### config.mk
export PLATFORM = sky130hd
export DESIGN_NAME = csr_dec_mul_arb
export DESIGN_NICKNAME = d
export VERILOG_FILES = /design/src/rtl/csr_dec_mul_arb_pkg.sv /design/src/rtl/csr_dec_rr_arb.sv /design/src/rtl/csr_dec_mul_arb.sv
export SDC_FILE = /design/constraint.sdc
export NUM_CORES = 1
export LEC_CHECK = 0
export CAP_MARGIN = 5
export CORE_MARGIN = 2
export CORE_UTILIZATION = 34
export CTS_BUF_LIST = sky130_fd_sc_hd__clkbuf_8 sky130_fd_sc_hd__clkbuf_16
export DETAILED_ROUTE_END_ITERATION = 10
export HOLD_SLACK_MARGIN = 0.06
export PLACE_DENSITY = 0.78
export RECOVER_POWER = 100
export SYNTH_ARGS = -nofsm -noshare
export SYNTH_HDL_FRONTEND = slang
export SYNTH_HIERARCHICAL = 1
export SYNTH_SLANG_ARGS = --single-unit
### constraint.sdc
create_clock -name clk -period 4.92 [get_ports clk]
set_input_delay 1.23 -clock clk [delete_from_list [all_inputs] [get_ports clk]]
set_output_delay 1.23 -clock clk [all_outputs]
set_load 0.05 [all_outputs]
### src/rtl/csr_dec_mul_arb_pkg.sv
// Shared types and helpers for the CSR-decoder multiplier arbiter.
// Widths are sized for the largest supported configuration (8 requesters).
package csr_dec_mul_arb_pkg;

  localparam int unsigned DW          = 14;
  localparam int unsigned NUM_REQ_DEF = 4;
  localparam int unsigned MUL_LAT_DEF = 3;
  localparam int unsigned MAX_REQ     = 8;
  localparam int unsigned MAX_ID_W    = 3;

  typedef struct packed {
    logic                v;
    logic [MAX_ID_W-1:0] id;
  } tag_t;

  // One-hot pick of the first valid slot at or above ptr, wrapping at n.
  function automatic logic [MAX_REQ-1:0] rr_pick(input logic [MAX_REQ-1:0] valid,
                                                 input logic [MAX_ID_W-1:0] ptr,
                                                 input int unsigned         n);
    logic [MAX_REQ-1:0] gnt;
    int unsigned        idx;
    gnt = '0;
    for (int unsigned k = 0; k < MAX_REQ; k++) begin
      idx = (32'(ptr) + k) % n;
      if (k < n && gnt == '0 && valid[MAX_ID_W'(idx)]) gnt[MAX_ID_W'(idx)] = 1'b1;
    end
    return gnt;
  endfunction

endpackage

### src/rtl/csr_dec_rr_arb.sv
// Generic round-robin picker with its own pointer register; the pointer moves
// one past the winner on every granted cycle.
module csr_dec_rr_arb
  import csr_dec_mul_arb_pkg::*;
#(
  parameter int unsigned N  = 4,
  parameter int unsigned IW = 2
) (
  input  logic          clk,
  input  logic          reset_n,
  input  logic          en,
  input  logic [N-1:0]  req,
  output logic [N-1:0]  gnt,
  output logic          gnt_any,
  output logic [IW-1:0] gnt_idx
);

  logic [IW-1:0]      ptr_q, ptr_d;
  logic [MAX_REQ-1:0] pick;

  always_comb begin
    pick    = rr_pick(MAX_REQ'(req), MAX_ID_W'(ptr_q), N);
    gnt_any = en & (|pick);
    gnt     = en ? pick[N-1:0] : '0;
    gnt_idx = '0;
    for (int unsigned i = 0; i < MAX_REQ; i++) begin
      if (pick[i]) gnt_idx = IW'(i);
    end
    ptr_d = ptr_q;
    if (gnt_any) ptr_d = (gnt_idx == IW'(N - 1)) ? '0 : gnt_idx + IW'(1);
  end

  always_ff @(posedge clk or negedge reset_n) begin
    if (!reset_n) ptr_q <= '0;
    else          ptr_q <= ptr_d;
  end

endmodule

### src/rtl/csr_dec_mul_arb.sv
// Round-robin sharing of one pipelined signed multiplier among NUM_REQ requesters.
// Define CSR_DEC_MUL_ARB_STATS_EN to add saturating grant/stall counters.
module csr_dec_mul_arb
  import csr_dec_mul_arb_pkg::tag_t, csr_dec_mul_arb_pkg::NUM_REQ_DEF,
         csr_dec_mul_arb_pkg::MUL_LAT_DEF, csr_dec_mul_arb_pkg::MAX_ID_W;
#(
  parameter int unsigned NUM_REQ = NUM_REQ_DEF,
  parameter int unsigned ID_W    = 2,
  parameter int unsigned MUL_LAT = MUL_LAT_DEF,
  parameter int unsigned DW      = csr_dec_mul_arb_pkg::DW
) (
  input  logic                  clk,
  input  logic                  reset_n,
  input  logic                  flush,
  input  logic [NUM_REQ-1:0]    req_valid,
  input  logic [NUM_REQ*DW-1:0] req_a,
  input  logic [NUM_REQ*DW-1:0] req_b,
  output logic [NUM_REQ-1:0]    req_ready,
  output logic                  mul_ce,
  output logic [DW-1:0]         mul_din0,
  output logic [DW-1:0]         mul_din1,
  input  logic [DW-1:0]         mul_dout,
  output logic                  res_valid,
  output logic [ID_W-1:0]       res_id,
  output logic [DW-1:0]         res_data,
  input  logic                  res_ready,
  output logic                  busy
`ifdef CSR_DEC_MUL_ARB_STATS_EN
  ,
  output logic [NUM_REQ*16-1:0] stat_grant,
  output logic [15:0]           stat_stall
`endif
);

  logic               stall;
  logic               arb_en;
  logic               gnt_any;
  logic [ID_W-1:0]    gnt_idx;
  logic [NUM_REQ-1:0] gnt;
  logic [DW-1:0]      din0_q, din0_d, din1_q, din1_d;
  tag_t               tag_q [MUL_LAT];
  tag_t               tag_d [MUL_LAT];

  // Only a valid head can stall, so bubbles at the head always drain.
  assign stall  = res_valid & ~res_ready;
  assign mul_ce = ~stall;
  assign arb_en = ~stall & ~flush & reset_n;

  csr_dec_rr_arb #(.N(NUM_REQ), .IW(ID_W)) u_arb (
    .clk     (clk),
    .reset_n (reset_n),
    .en      (arb_en),
    .req     (req_valid),
    .gnt     (gnt),
    .gnt_any (gnt_any),
    .gnt_idx (gnt_idx)
  );

  always_comb begin
    din0_d = gnt_any ? req_a[32'(gnt_idx)*DW +: DW] : din0_q;
    din1_d = gnt_any ? req_b[32'(gnt_idx)*DW +: DW] : din1_q;
    tag_d  = tag_q;
    // Flush wins over a stall: tags clear even while the multiplier is frozen.
    if (flush) begin
      for (int unsigned k = 0; k < MUL_LAT; k++) tag_d[k].v = 1'b0;
    end else if (mul_ce) begin
      tag_d[0].v  = gnt_any;
      tag_d[0].id = MAX_ID_W'(gnt_idx);
      for (int unsigned k = 1; k < MUL_LAT; k++) tag_d[k] = tag_q[k-1];
    end
  end

  always_comb begin
    busy = 1'b0;
    for (int unsigned k = 0; k < MUL_LAT; k++) busy |= tag_q[k].v;
  end

  always_ff @(posedge clk or negedge reset_n) begin
    if (!reset_n) begin
      din0_q <= '0;
      din1_q <= '0;
      for (int unsigned k = 0; k < MUL_LAT; k++) tag_q[k] <= '0;
    end else begin
      din0_q <= din0_d;
      din1_q <= din1_d;
      tag_q  <= tag_d;
    end
  end

  assign req_ready = gnt;
  assign mul_din0  = din0_d;
  assign mul_din1  = din1_d;
  assign res_valid = tag_q[MUL_LAT-1].v;
  assign res_id    = ID_W'(tag_q[MUL_LAT-1].id);
  assign res_data  = mul_dout;

`ifdef CSR_DEC_MUL_ARB_STATS_EN
  logic [15:0] grant_cnt_q [NUM_REQ];
  logic [15:0] grant_cnt_d [NUM_REQ];
  logic [15:0] stall_cnt_q, stall_cnt_d;

  always_comb begin
    for (int unsigned i = 0; i < NUM_REQ; i++) begin
      grant_cnt_d[i] = grant_cnt_q[i];
      if (gnt[i] && grant_cnt_q[i] != '1) grant_cnt_d[i] = grant_cnt_q[i] + 16'd1;
    end
    stall_cnt_d = stall_cnt_q;
    if (stall && stall_cnt_q != '1) stall_cnt_d = stall_cnt_q + 16'd1;
  end

  always_ff @(posedge clk or negedge reset_n) begin
    if (!reset_n) begin
      for (int unsigned i = 0; i < NUM_REQ; i++) grant_cnt_q[i] <= '0;
      stall_cnt_q <= '0;
    end else begin
      grant_cnt_q <= grant_cnt_d;
      stall_cnt_q <= stall_cnt_d;
    end
  end

  always_comb begin
    for (int unsigned i = 0; i < NUM_REQ; i++) stat_grant[i*16 +: 16] = grant_cnt_q[i];
    stat_stall = stall_cnt_q;
  end
`else
  // Statistics counters are not built in this configuration.
`endif

endmodule

Word level (Yosys, flattened, before mapping)
Index checks and enable logic that the tools add are counted.
{"block": "word_totals", "output_inout_bits": 51, "input_bits": 134, "word_cells": 85, "ff_bits": 39}
{"block": "op_classes", "bitwise_logic": 12, "n_mul": 1, "mux": 35, "n_eq_ne": 2, "reduce_logical": 12, "n_lt_le_gt_ge": 8, "n_shift": 2, "add_sub_neg": 4}
{"cell": "56-bit by 7-bit variable part select with 14-bit output", "count": 2}
{"cell": "14-bit 2-to-1 mux", "count": 2}
{"cell": "8-bit logical NOT", "count": 3}
{"cell": "8-bit 2-to-1 mux", "count": 3}
{"cell": "8-bit by 4-bit OR with 8-bit output", "count": 3}
{"cell": "2-bit by 4-bit less-than comparator with 1-bit output, second input constant", "count": 4}
{"cell": "2-bit 2-to-1 mux", "count": 7}
{"cell": "1-bit 2-to-1 mux", "count": 12}
{"cell": "12-bit 2-to-1 mux", "count": 1}
{"cell": "1-bit binary-select mux with 2-bit select", "count": 4}
{"cell": "1-bit demux with 2-bit select", "count": 4}
{"cell": "2-bit by 1-bit >= comparator with 1-bit output, second input constant", "count": 4}
{"cell": "4-bit 2-to-1 mux", "count": 2}
{"cell": "8-bit OR reduction", "count": 1}
{"cell": "1-bit logical AND", "count": 7}
{"cell": "2-bit by 3-bit multiplier with 5-bit output, second input constant", "count": 1}
{"cell": "2-bit by 1-bit adder with 2-bit output, second input constant", "count": 2}
{"cell": "2-bit adder, second input constant", "count": 2}
{"cell": "1-bit AND", "count": 4}
{"cell": "1-bit inverter", "count": 3}
{"cell": "2-bit equality test, second input constant", "count": 1}
{"cell": "2-bit inequality test, second input constant", "count": 1}
{"cell": "1-bit OR", "count": 2}
{"cell": "2-bit AND reduction", "count": 1}

Logic depth before layout (Yosys ltp)
Gate-level depths: netlist of run 1.
{"block": "logic_depth", "word_depth": 24, "ltp_mapped": 14}

Hierarchy
Netlist of run 1, hierarchy kept.
{"module": "csr_dec_mul_arb", "n_inst": 1, "cells_each": 200, "seq_area_each_um2": 925.9, "area_each_um2": 2351.0}
{"module": "csr_dec_rr_arb", "n_inst": 1, "cells_each": 73, "seq_area_each_um2": 50.0, "area_each_um2": 654.4}

Worst setup path before layout of run 1
OpenSTA, ideal clock, no wires.
{"block": "synth_path", "path_kind": "input-to-output", "from": "input req_valid[3]", "to": "output mul_din0[0]", "required_time_ns": 3.690, "slack_ns": -0.635, "arrival_ns": 4.325, "n_path_buf": 3, "path_stages": 12, "cell_sequence": "mux4_2 -> a21boi_4 -> o21ai_2 -> a311o_1 -> a41o_1 -> a21boi_0 -> inv_1 -> buf_6 -> buf_12 -> buf_12 -> mux2i_1 -> o221ai_1"}
{"block": "synth_between", "elab_chain_len": 22, "word_cells_on_any_way": 33, "cone_classes": "mul (1); shift (1); mux (20); bitwise (4); reduce/logical (7)"}
{"item": "start, declared", "line": "csr_dec_mul_arb.sv:15", "source": "input logic [NUM_REQ-1:0] req_valid,"}
{"item": "1-bit binary-select mux with 2-bit select", "line": "csr_dec_mul_arb_pkg.sv:25", "source": "if (k < n && gnt == '0 && valid[MAX_ID_W'(idx)]) gnt[MAX_ID_W'(idx)] = 1'b1;"}
{"item": "1-bit 2-to-1 mux (not written as such)", "line": "csr_dec_mul_arb_pkg.sv:25"}
{"item": "4-bit 2-to-1 mux", "line": "csr_dec_mul_arb_pkg.sv:25"}
{"item": "8-bit logical NOT", "line": "csr_dec_mul_arb_pkg.sv:25"}
{"item": "1-bit logical AND", "line": "csr_dec_mul_arb_pkg.sv:25"}
{"item": "8-bit 2-to-1 mux", "line": "csr_dec_mul_arb_pkg.sv:25"}
{"item": "8-bit logical NOT", "line": "csr_dec_mul_arb_pkg.sv:25"}
{"item": "1-bit logical AND", "line": "csr_dec_mul_arb_pkg.sv:25"}
{"item": "[... 3 more ...]"}
{"item": "8-bit 2-to-1 mux *", "line": "csr_dec_mul_arb_pkg.sv:25"}
{"item": "1-bit 2-to-1 mux", "line": "csr_dec_rr_arb.sv:27", "source": "if (pick[i]) gnt_idx = IW'(i);"}
{"item": "2-bit 2-to-1 mux (5 in series)", "line": "csr_dec_rr_arb.sv:27"}
{"item": "2-bit 2-to-1 mux *", "line": "csr_dec_rr_arb.sv:27"}
{"item": "named net gnt_idx[0]", "line": "csr_dec_mul_arb.sv:38", "source": "logic [ID_W-1:0] gnt_idx;"}
{"item": "2-bit by 3-bit multiplier with 5-bit output *", "line": "csr_dec_mul_arb.sv:60", "source": "din0_d = gnt_any ? req_a[32'(gnt_idx)*DW +: DW] : din0_q;"}
{"item": "56-bit by 7-bit variable part select with 14-bit output *", "line": "csr_dec_mul_arb.sv:60"}
{"item": "14-bit 2-to-1 mux *", "line": "csr_dec_mul_arb.sv:60"}
{"item": "end, declared", "line": "csr_dec_mul_arb.sv:20", "source": "output logic [DW-1:0] mul_din0,"}
The timed path passes the listed nets; every way through them passes the cells marked *. The select of a mux whose other input is x is not followed.

Worst setup path after layout of run 1
{"block": "layout_path", "from": "input req_valid[3]", "to": "output mul_din1[8]"}
{"block": "layout_between", "elab_chain_len": 22, "word_cells_on_any_way": 33, "cone_classes": "mul (1); shift (1); mux (20); bitwise (4); reduce/logical (7)"}
{"item": "1-bit binary-select mux with 2-bit select", "line": "csr_dec_mul_arb_pkg.sv:25"}
{"item": "1-bit 2-to-1 mux (not written as such)", "line": "csr_dec_mul_arb_pkg.sv:25"}
{"item": "4-bit 2-to-1 mux", "line": "csr_dec_mul_arb_pkg.sv:25"}
{"item": "8-bit logical NOT", "line": "csr_dec_mul_arb_pkg.sv:25"}
{"item": "1-bit logical AND", "line": "csr_dec_mul_arb_pkg.sv:25"}
{"item": "8-bit 2-to-1 mux", "line": "csr_dec_mul_arb_pkg.sv:25"}
{"item": "8-bit logical NOT", "line": "csr_dec_mul_arb_pkg.sv:25"}
{"item": "1-bit logical AND", "line": "csr_dec_mul_arb_pkg.sv:25"}
{"item": "[... 3 more ...]"}
{"item": "8-bit 2-to-1 mux *", "line": "csr_dec_mul_arb_pkg.sv:25"}
{"item": "1-bit 2-to-1 mux", "line": "csr_dec_rr_arb.sv:27"}
{"item": "2-bit 2-to-1 mux (5 in series)", "line": "csr_dec_rr_arb.sv:27"}
{"item": "2-bit 2-to-1 mux *", "line": "csr_dec_rr_arb.sv:27"}
{"item": "named net gnt_idx[0]", "line": "csr_dec_mul_arb.sv:38"}
{"item": "2-bit by 3-bit multiplier with 5-bit output *", "line": "csr_dec_mul_arb.sv:61", "source": "din1_d = gnt_any ? req_b[32'(gnt_idx)*DW +: DW] : din1_q;"}
{"item": "56-bit by 7-bit variable part select with 14-bit output *", "line": "csr_dec_mul_arb.sv:61"}
{"item": "14-bit 2-to-1 mux *", "line": "csr_dec_mul_arb.sv:61"}
{"item": "end, declared", "line": "csr_dec_mul_arb.sv:21", "source": "output logic [DW-1:0] mul_din1,"}
Marked as above.

==> metrics.txt, run 1 <==
first-pass GRT wire length=about 19 mm; run status=complete, but fails checks; ANT cells=0; total track usage=25.52%; Syn Area/Cell=approximately 11 µm²; DP HPWL=between 8 and 9 mm; r2r endpoint=din1_q[9]; CTS tree=built; Inst Count DP=between 500 and 600; CP arrival=around 4200 ps; fin nets=613; Non-Filler Instances=580; number of buffers created by CTS=5; #FFs+latches synth=39; Seq. cell area=about 1000 µm²; crit path from=req_valid[3]; cell with the most instances after synthesis=mux2i_1; RePlAce Congestion=about 0.90; clk sinks=39; boundary pin count=around 190; R2R cell count=16; top-area cell type share of the netlist area=between 30% and 40%; crit-path cells=buf_6 > mux4_2 > a21boi_4 > o21ai_4 > a311o_1 > a41o_1 > a21boi_4 > clkinv_4 > buf_12 > buf_12 > mux2i_4 > o221ai_4 > buf_12; Slew headroom=-50.48%; Synth-to-Final Area Change=126.6%; critical path class=in2out; syn_nets=between 400 and 500; max-cap check violation count=1; Fin Setup TNS=-12160 ps; Setup crit start kind=input pin; most frequent cells after synthesis=58 x mux2i_1, 39 x dfrtp_1, 29 x nand2b_1; mapped cell area=around 0.003 mm²; vias in the first global route=3550; Final Slew Violations=40; core area=around 0.0086 mm²; Clk pin slew, worst setup/hold paths=~70 ps; share of cells above drive strength 1=45.13%; mean number of vias per cell=around 5.7; Synth area leaders=dfrtp_1 32%, mux2i_1 19%, o221ai_1 8.2%; Synth area leader=dfrtp_1; Tmin final=5408 ps; DR pass1 iterations=5; final WL=~14 mm; Max clock buf depth=2; total global routing overflow=0; crit share post-route=109.9%; RSZ-0062 raised after global routing=yes; failing checks=capacitance limit, slew limit, setup timing; initial antenna violation count=0; H-tree depth=2; Avg WL per Cell=roughly 24 µm; CP peak stage delay=roughly 560 ps; Setup crit end kind=output port; PortBufs=~160; critical path depth=13; Synth warnings=6; Worst Max-Slew Pin Slew=2257 ps; crit path max fanout=6; final number of hold-violating endpoints=0; Routed Antenna Nets=0; ys flop type=dfrtp_1; Top cell by count, worst path=buf_12; largest net degree at the start of global routing=40; Chip Width=between 90 and 100 µm; Worst-Skew Late Latency=around 310 ps; effective utilization at floorplan=about a third; cells after synthesis=273; DRC viols=0; chip height=98.02 µm; cts hold-fix bufs=0; setup ws final=-487.9 ps; Worst Hold Class=reg2reg; CTS Root Buffer Type=clkbuf_8; synth unique cells=50; Bufs and invs on worst path=5; Seq/Total Area, Yosys=32.47%; via count=~3.3k; R2R Setup Slk=1000 ps; hold depth=1; EDFF count, synth=0; row count=34; die area=roughly 0.0096 mm²; Setup Skew=between 20 and 25 ps; Final Setup Violations=28; Critical R2R Launch=u_arb/ptr_q[1]; CP max stage cell=mux4_2; Multi-input gate area=approximately 0.0029 mm²; fill count=445; FMAX=184.9 MHz; Worst EP required=3690 ps; Iteration-0 DRC Markers=around 200; Top delay family on crit path=compound AO/OA/AOI/OAI gates; Async SR Flop Fraction=100.0%; Hold Crit Start=tag_q[5]; Setup crit end=mul_din1[8]
[timing repair]
item,in CTS,in global routing
pin swaps,25,15
gates cloned,5,3
gates resized for setup,95,27
buffers inserted,12,6
endpoints found under the setup margin,30,29
[registers in the layout, summed over array words and instances, names as in the netlist]
signal,flops
din1_q,14
res_id,2
u_arb/ptr_q,2
tag_q,6
res_valid,1
din0_q,14
[final cells by class]
type,instances,area share [%]
timing repair buffer,223,39.93
clock inverter,3,0.1837
clock buffer,5,1.010
tap,108,1.984
sequential,39,14.33
inverter,5,0.3490
multi-input combinational,197,42.21
[worst min path at each step]
stage                     endpoint  slack, ps
after floorplan           tag_q[4]        450
after global placement    tag_q[5]        470
after detailed placement  tag_q[5]        470
after CTS                 tag_q[5]        490
after global routing      tag_q[5]        510
final                     tag_q[5]        490
[cells in the final DEF, fill, tap and decap left out, types with 3 or more instances in the layout]
master / Yosys / layout
clkdlybuf4s50_1: 0 / 114
buf_12: 4 / 46
mux2i_4: 0 / 41
dfrtp_1: 39 / 39
buf_4: 18 / 39
nand2b_1: 29 / 28
o221ai_4: 0 / 28
mux2i_2: 0 / 15
buf_6: 3 / 8
ha_1: 8 / 8
inv_1: 5 / 6
mux2_1: 6 / 6
o21ai_0: 6 / 6
nor2_1: 4 / 5
and2_1: 5 / 5
clkbuf_8: 0 / 5
buf_16: 0 / 5
dlygate4sd3_1: 0 / 5
nand2_1: 6 / 4
nor2b_1: 3 / 3
clkbuf_16: 0 / 3
[per-layer routing]
layer  vias up  routed length, µm  GRT usage (%)
li1       1446                  -              -
met1      1617               4664          28.40
met2       190               7944          48.26
met3        52                811          4.223
met4         0                644          9.722
met5         -                  0              0
[cell families after synthesis]
family	Yosys count	share of synthesized area (%)
adders and majority gates	8	3.331
buffers and inverters	37	10.16
muxes	68	24.44
and+or+nand+nor	65	13.41
DFF	39	32.47
AOI/OAI and AO/OA	56	16.20
[worst reg2reg max path: cells and delay by family, from the launching register on]
family | cells | cell delay (ps)
AO/OA/AOI/OAI | 5 | 1130
buffers and inverters | 7 | 990
multiplexers | 2 | 790
flip-flops | 1 | 420
adder cells (fa/ha/maj) | 1 | 350
AND/OR/NAND/NOR | 1 | 160
[through the flow]
stage	cell area, µm²	hold WS, ps	setup slack (ps)	utilization, %
after floorplan	3627	454.1	-112.7	-
after global routing	6812	511.3	-534.2	78.88
after CTS	6492	489.7	-373.2	75.18
after detailed placement	5761	474.3	-767.6	66.71
after global placement	5761	467.7	-713.8	66.71
final	6812	485.0	-487.9	78.88
Power of run 1 is not shown: default switching activity piles up to over one toggle a cycle in this logic, so the estimate is an artifact.
==> run 2: changes to the inputs <==
==> constraint.sdc (replaced) <==
create_clock -name clk -period 4.92 [get_ports clk]
set_input_delay 0.738 -clock clk [delete_from_list [all_inputs] [get_ports clk]]
set_output_delay 0.738 -clock clk [all_outputs]
set_load 0.05 [all_outputs]
==> run 2 against run 1 <==
The flow finishes with violations (capacitance limit, slew limit). Global-route usage fell by 7.4 points. Sequential cell count did not move. Critical path depth rose by 1.
==> metrics.txt, run 2 (synthesis results as in run 1) <==
final WL=9.653 mm (-31%); Iteration-0 DRC Markers=95 (-53%); commonest non-fill, non-tap cell in the layout=clkdlybuf4s50_1; final number of hold-violating endpoints=0 (unchanged); Min-Delay Endpoint=tag_q[5]; share of cells above drive strength 1=24.41% (-21 points); Top cell by count, worst path=buf_4; row count=34 (unchanged); clk sinks=39 (unchanged); Fin Hold WS=489.5 ps (+4.492 ps); Worst Max-Slew Pin Slew=2223 ps (-33.88 ps); number of buffers created by CTS=5 (unchanged); Synth-to-Final Area Change=72.98%; via count=2848 (-14%); effective utilization at floorplan=34.80% (unchanged); Setup crit end kind=output port; Avg WL per Cell=18.08 µm (-25%); run status=complete, but fails checks; pre-CTS setup slack=62.30 ps (+829.9 ps); CTS Root Buffer Type=clkbuf_8; DR pass1 iterations=4 (-1); Setup crit start kind=input pin; fin area=0.005199 mm² (-24%); Clk pin slew, worst setup/hold paths=70 ps (about the same); Setup Skew=10.99 ps (-13.06 ps); crit path max fanout=7 (+1); Critical R2R Launch=u_arb/ptr_q[0]; RePlAce Congestion=0.8254 (-8.8%); Tmin final=4765 ps (-642.8 ps); total track usage=18.07% (-7.4 points); R2R Setup Slk=1290 ps (+290 ps); Top Registers=din0_q (14), din1_q (14), tag_q (6); boundary pin count=185 (unchanged); Routed Antenna Nets=0 (unchanged); FMAX=209.9 MHz (+13%); failing checks=capacitance limit, slew limit; core area=0.008636 mm² (unchanged); DRC viols=0 (unchanged); placed cell area=0.004796 mm² (-17%); initial antenna violation count=0 (unchanged); Final Slew Violations=40 (unchanged); die area=0.009607 mm² (unchanged); critical path class=in2out; RSZ-0062 raised after global routing=yes; mean number of vias per cell=5.333 (-6.4%); setup ws final=154.8 ps (+642.8 ps); PortBufs=156 (unchanged); total global routing overflow=0 (unchanged); ANT cells=0 (unchanged); cts hold-fix bufs=0 (unchanged); Worst EP required=4180 ps (+490 ps); crit-path cells=clkdlybuf4s50_1 > mux4_2 > buf_4 > and2_2 > nor3b_1 > nand2_1 > o31a_1 > a21boi_2 > inv_2 > buf_4 > clkbuf_16 > mux2i_1 > o221ai_2 > buf_12; largest net degree at the start of global routing=40 (unchanged); Worst Hold Class=reg2reg; Slew headroom=-48.22% (+2.3 points); first-pass GRT wire length=14.35 mm (-26%); fin nets=567 (-7.5%); DP HPWL=6.937 mm (-15%); CP peak stage delay=570 ps (about the same); Fin Setup TNS=0 ps (+12160 ps); commonest non-fill, non-tap cells in the layout=121 x clkdlybuf4s50_1, 52 x mux2i_1, 39 x dfrtp_1; max-cap check violation count=1 (unchanged); CP max stage cell=mux4_2; vias in the first global route=2954 (-17%); Hold Crit Start=tag_q[9]; Max clock buf depth=2 (unchanged); crit share post-route=96.85% (-13 points); r2r endpoint=din1_q[10]; CP arrival=4030 ps (-150 ps); hold depth=1 (unchanged); Final Setup Violations=0 (-100%); chip height=98.02 µm (unchanged); Worst-Skew Late Latency=280 ps (-30 ps); R2R cell count=13 (-3); H-tree depth=2 (unchanged); Chip Width=98.02 µm (unchanged); CTS tree=built
==> run 2: cell types whose count changed in the layout (fill, tap and decap cells not counted), sizes merged <==
cell	previous run	this run
clkdlybuf4s50	114	121
clkbuf	10	9
inv	6	7
clkinv	2	1
buf	99	47
==> run 2: per-stage QoR <==
step / std cells / utilization [%]
global placement: 516 / 55.53
global route: 534 / 60.20
detailed placement: 516 / 55.53
floorplan: 273 / -
CTS: 524 / 56.48
finish: 534 / 60.20
==> run 2: layout make-up <==
cell class	count	area [µm²]
well taps	108	135.1
fillers	693	3437
inverters	5	18.77
flip-flops and latches	39	975.9
repair buffers	177	2069
clock buffers	5	68.82
multi-input cells	197	1918
clock inverters	3	12.51
==> run 2: worst max-delay path, delay by kind of cell <==
family          cells  cell delay (ps)
simple gates        3              480
mux                 2              840
compound gates      3              710
buf+inv             6             1240
==> run 2: worst max path at each step <==
stage,end,start
floorplan,mul_din0[0],u_arb/ptr_q[0]
finish,mul_din1[10],req_valid[3]
global route,mul_din1[10],req_valid[3]
global placement,mul_din0[6],req_valid[2]
detailed placement,mul_din0[6],req_valid[2]
CTS,mul_din0[6],req_valid[2]
==> run 2: per-layer routing <==
metal  wire, µm  global-route usage (%)  part of all wire [%]  up-vias
met5          0                       0                     0        -
met4         71                   3.632                  0.74        0
met2       5140                   32.93                    53      116
li1           -                       -                     -     1319
met1       3822                   21.69                    40     1407
met3        618                   4.295                   6.4        6
==> run 2: repair_timing <==
item / 4_1_cts / 5_1_grt
endpoints found under the setup margin: 0 / 28
resized for setup: 0 / 38
setup buffers: 0 / 6
Power of run 2 is left out for the same reason.
